===== src/rtl/vga_timing_gen.sv =====
// VGA timing generator: 2-clk pixels, x/y counters, registered sync and blanked colour.
// Latency: hsync/vsync/rgb_out lag the x/y position by one pixel (registered on the pixel's second clk).
// Backpressure: none; free-running raster. Optional macro VGA_FRAME_CNT_EN adds the frame counter.
module vga_timing_gen #(
    parameter int H_VIS  = 640,
    parameter int H_FP   = 16,
    parameter int H_SYNC = 96,
    parameter int H_BP   = 48,
    parameter int V_VIS  = 480,
    parameter int V_FP   = 10,
    parameter int V_SYNC = 2,
    parameter int V_BP   = 33
) (
    input  logic        clk,
    input  logic        reset,
    input  logic [7:0]  rgb_in,
    output logic [10:0] x,
    output logic [10:0] y,
    output logic        pix_tick,
    output logic        video_on,
    output logic        frame_start,
    output logic        hsync,
    output logic        vsync,
    output logic [7:0]  rgb_out,
    output logic [15:0] frame_cnt
);

    localparam int H_TOTAL = H_VIS + H_FP + H_SYNC + H_BP;
    localparam int V_TOTAL = V_VIS + V_FP + V_SYNC + V_BP;

    localparam logic [10:0] H_LAST   = 11'(H_TOTAL - 1);
    localparam logic [10:0] V_LAST   = 11'(V_TOTAL - 1);
    localparam logic [10:0] H_VIS_W  = 11'(H_VIS);
    localparam logic [10:0] V_VIS_W  = 11'(V_VIS);
    localparam logic [10:0] HS_START = 11'(H_VIS + H_FP);
    localparam logic [10:0] HS_END   = 11'(H_VIS + H_FP + H_SYNC);
    localparam logic [10:0] VS_START = 11'(V_VIS + V_FP);
    localparam logic [10:0] VS_END   = 11'(V_VIS + V_FP + V_SYNC);

    // phase=0 is the first clk of a pixel; reset parks it there so the first
    // clk after release already carries pix_tick.
    logic phase;
    logic hsync_raw;
    logic vsync_raw;

    // Pixel phase toggle: one pixel every two clk.
    always_ff @(posedge clk) begin
        if (reset) begin
            phase <= 1'b0;
        end else begin
            phase <= ~phase;
        end
    end

    assign pix_tick = ~phase;

    // Raster counters advance at the end of a pixel, so a new x/y appears
    // together with pix_tick and stays put for both clk of the pixel.
    always_ff @(posedge clk) begin
        if (reset) begin
            x <= '0;
            y <= '0;
        end else if (phase) begin
            if (x == H_LAST) begin
                x <= '0;
                y <= (y == V_LAST) ? 11'd0 : y + 11'd1;
            end else begin
                x <= x + 11'd1;
            end
        end
    end

    assign video_on    = (x < H_VIS_W) && (y < V_VIS_W);
    assign frame_start = pix_tick && (x == 11'd0) && (y == 11'd0);
    assign hsync_raw   = ~((x >= HS_START) && (x < HS_END));
    assign vsync_raw   = ~((y >= VS_START) && (y < VS_END));

    // Colour and sync are captured together on the pixel's second clk, when the
    // renderer's registered colour for this x/y is valid; blanking forces black.
    always_ff @(posedge clk) begin
        if (reset) begin
            rgb_out <= 8'h00;
            hsync   <= 1'b1;
            vsync   <= 1'b1;
        end else if (phase) begin
            rgb_out <= video_on ? rgb_in : 8'h00;
            hsync   <= hsync_raw;
            vsync   <= vsync_raw;
        end
    end

`ifdef VGA_FRAME_CNT_EN
    // The frame_start right after reset begins the first frame rather than
    // completing one, so it only arms the counter.
    logic armed;

    // Completed-frame counter, wraps modulo 2^16.
    always_ff @(posedge clk) begin
        if (reset) begin
            frame_cnt <= 16'd0;
            armed     <= 1'b0;
        end else if (frame_start) begin
            if (armed) begin
                frame_cnt <= frame_cnt + 16'd1;
            end
            armed <= 1'b1;
        end
    end
`else
    assign frame_cnt = 16'd0;
`endif

endmodule

===== config.mk =====
export PLATFORM = sky130hd
export DESIGN_NAME = vga_timing_gen
export DESIGN_NICKNAME = d
export VERILOG_FILES = /design/src/rtl/vga_timing_gen.sv
export SDC_FILE = /design/constraint.sdc
export NUM_CORES = 1
export LEC_CHECK = 0
export CAP_MARGIN = 25
export CELL_PAD_IN_SITES_DETAIL_PLACEMENT = 0
export CELL_PAD_IN_SITES_GLOBAL_PLACEMENT = 1
export CORE_ASPECT_RATIO = 1.5
export CORE_MARGIN = 1
export CORE_UTILIZATION = 29
export CTS_CLUSTER_DIAMETER = 120
export DETAILED_ROUTE_END_ITERATION = 8
export GPL_ROUTABILITY_DRIVEN = 0
export PLACE_DENSITY_LB_ADDON = 0.1
export SLEW_MARGIN = 10
export SYNTH_ARGS = -nofsm -noshare
export SYNTH_HDL_FRONTEND = slang
export SYNTH_SLANG_ARGS = --single-unit

===== constraint.sdc =====
create_clock -name clk -period 2.1 [get_ports clk]
set_clock_uncertainty 0.1 [all_clocks]
set_input_delay 0.42 -clock clk [delete_from_list [all_inputs] [get_ports clk]]
set_output_delay 0.42 -clock clk [all_outputs]
set_load 0.05 [all_outputs]

==> results.txt <==
- Outcome: finished, violations left
- The checks that failed: setup timing.
- The tool flagged a number of max-cap violations equal to 0.
- The tree built by TritonCTS fans out to 33 sinks.
- Layout cell share with drive strength beyond 1: 0.335
- The clock passes through at most 2 buffers.
- Later-pin clock latency in the skew report: 0.29 ns
- The top cell types in the final layout, fill and taps aside, are buf_4 (34), clkdlybuf4s50_1 (24), dfxtp_1 (21).
- The first global-routing pass estimated 7630 microns of wire.
- Final cell utilization of the core: 0.450
- Remaining routing DRC violations: 0
- Dominant register cell in the synthesized netlist: dfxtp_1
- From synthesis to final layout, the design area changed by 49.2%.
* Total half-perimeter wirelength after legalization and detailed placement: 3560 microns
- Fraction of synthesized cell area taken by the top area cell type: 0.398
- The worst setup path is of the register to output port kind.
- Wirelength, routed: 4860 microns
- The via count of the first global-routing pass is 1471.
* RSZ-0062 raised after global routing: true
- Leaving out fill and tap cells, the most frequent cell in the layout is buf_4.
- Mapped cell area: about 1700 sq um
- Avg Inst Size Synth: 8.59 sq um
- The clock tree synthesis step divided the H-tree into 2 levels.
- The number of antenna diodes in the final layout is 0.
- The worst setup path is launched from a register.
* Number of hold violations in the final report: 0
- The total area inside the core boundary comes to roughly 5500 sq um.
- The worst setup path is captured at an output port.
- Initial core utilization: 0.302
* Share of synthesized area spent on multiplexers: 0
- In the final routed layout, each cell accounts on average for 14.7 microns.
- Counting I/O delays and the setup requirement, the final critical path takes between 2 and 2.5 ns.
- Number of antenna violations at the first check in global routing: 0
- Number of hold-repair buffers added at the cts stage: 0
* Global-route congestion overflow total: 0
- Using the TritonRoute via totals, the vias-per-cell ratio works out to 4.85.
- Power Dens Cells: 556 nW/um^2
* I/O pin count: between 60 and 70
- Yosys attributes the largest share of cell area to dfxtp_1 (40%), buf_4 (7.2%), nand4_1 (4.5%).
* Share of the clock period used by the worst path after layout: 1.10
- For this run, the total global-route usage over all layers was measured as 0.167.
* Relative slew slack: 0.620
- Drt first pass iters: 4
* Xor and xnor fraction of the mapped netlist area: 0.0475
- DRT antenna net count: 0
- Data arrival at the endpoint of the critical path: 1.79 ns
* EDFF count, synth: 0
* Die Y: 94.6 microns
- Total setup violations reported at the end of the flow: 10
- Post-route worst setup slack: -0.213 ns
- Warnings from Yosys: 0
* Number of instances in the synthesized netlist: 193
* Seq/Total Area, Yosys: 0.398
* Non-filler instance count after layout: between 300 and 400
- After the first detailed-routing iteration, the DRC count stood at 49.
- The die covers about 6000 sq um.
- Clock tree root driver cell: clkbuf_8
- Number of nets in the layout: ~270
- Peak VDD IR: 0.306 mV
- CTS tree: done
- Number of rows created at floorplan: 33
* Adder-cell area share of the yosys netlist: 0.0302
* Post-synthesis share of cell area spent on and, or, nand and nor gates: 0.263
- The final number of max-transition violations is 0.
- Based on the critical path, the design can be clocked at up to 432 MHz.
- For the pin with the worst max-slew slack, the measured transition is 0.567 ns.
* P_leak: 0.966 nW
- Routed via count: ~1600
- I/O Buffers: 44
* Fraction of the mapped netlist area in compound gates: 0.143
- Counting flops with an async set or reset pin after synthesis yields a share of 0.
- Count of unique library cells instantiated by Yosys: 38
* Post-CTS clock slew at the launch and capture registers of the worst setup and hold paths: about 0.080 ns
- Summed over all instances, the cell type with the most area after synthesis is dfxtp_1.
- Endpoint required time on the critical path: between 1.5 and 2 ns
- In this run, placement finished with an instance count of 320.
- Counting the buffers created by CTS gives 5.
* Maximum net fanout on the critical path: 2
* Combinational family with the most area after synthesis: simple AND/OR/NAND/NOR gates
* Die Span X: 63.7 microns
* Register bit count reported by yosys: 33
- Entering global routing, the biggest net connects 12 pins.
* Kind of path behind the tightest hold check: register to register
[metrics by stage]
stage / hold WS, ns / instance area (sq um) / power (mW) / worst slack (ns) / setup TNS (ns)
6_report: 0.385 / 2470 / 1.38 / -0.213 / -0.699
5_1_grt: 0.399 / 2470 / 1.43 / -0.289 / -1.35
4_1_cts: 0.386 / 2430 / 1.39 / -0.303 / -1.07
3_5_place_dp: 0.365 / 2270 / 0.903 / -0.0947 / -0.662
3_3_place_gp: 0.364 / 2270 / 0.905 / -0.0700 / -0.596
2_1_floorplan: 0.446 / 1770 / 0.848 / -0.145 / -1.36
[worst paths after layout]
kind / from / end / slack (ns) / cells past startpoint
setup / recovery: x[10]$_SDFFE_PP0P_ / frame_start / -0.21 / 6
setup reg to reg: x[10]$_SDFFE_PP0P_ / y[6]$_SDFFE_PP0P_ / -0.11 / 4
hold / removal: rgb_out[2]$_SDFFE_PP0P_ / rgb_out[2]$_SDFFE_PP0P_ / 0.39 / 1
hold reg to reg: rgb_out[2]$_SDFFE_PP0P_ / rgb_out[2]$_SDFFE_PP0P_ / 0.39 / 1
[what timing repair did]
action                     in CTS  in global routing
buffers inserted                2                  0
gates resized for setup        16                  9
setup endpoints to repair      19                 21
pin swaps                      16                  4
[state kept, by name, summed over array words and instances, names as in the netlist]
signal / count
x: 11
rgb_out: 8
vsync: 1
y: 11
hsync: 1
phase: 1
[worst max-delay path: stages, from the launching register on]
cell and delay (ns):
dfxtp_4 0.35, buf_6 0.11, or4_4 0.50, nor3_2 0.12, nand4_1 0.14, nor2_4 0.15
buf_12 0.14
[metal layers]
layer | routed length (microns) | global-route usage
met5 | 0 | 0
met4 | 61 | 0.0568
met3 | 174 | 0.0362
met2 | 2660 | 0.310
met1 | 1970 | 0.184
[cells by family (layout without fill, tap and decap cells)]
group | after synthesis | after routing
and+or+nand+nor | 77 | 77
AOI/OAI and AO/OA | 35 | 35
buffers and inverters | 34 | 86
DFF | 33 | 33
xor gates and xnor gates | 9 | 9
adders and majority gates | 4 | 4
other | 1 | 16
[power breakdown]
part / internal (mW) / switching, mW / leakage [nW]
sequential: 0.636 / 0.0101 / 0.275
clock: 0.229 / 0.253 / 0.0439
combinational: 0.0780 / 0.170 / 0.647
total: 0.942 / 0.433 / 0.966
[layout make-up]
cell class,count,area (sq um)
fill,576,3020
clock buffer,5,68.8
inverter,10,37.5
clock inverter,3,17.5
tap,70,87.6
multi-input combinational,141,951
timing repair buffer,68,623
sequential,33,688
[synthesized netlist by cell type, types with 2 or more instances]
cell type	count
o21ai_0	7
a22o_1	8
nand2_1	9
xnor2_1	4
ha_1	4
xor2_1	5
and4_1	2
a21oi_1	10
or4_1	4
nand4_1	12
inv_1	10
nor3_1	8
o31ai_1	3
nand3b_1	2
or3_1	6
buf_2	2
or4_4	3
dfxtp_1	33
clkbuf_1	6
buf_4	16
nand3_1	6
nor2_1	17
(Power assumes the default switching activity.)
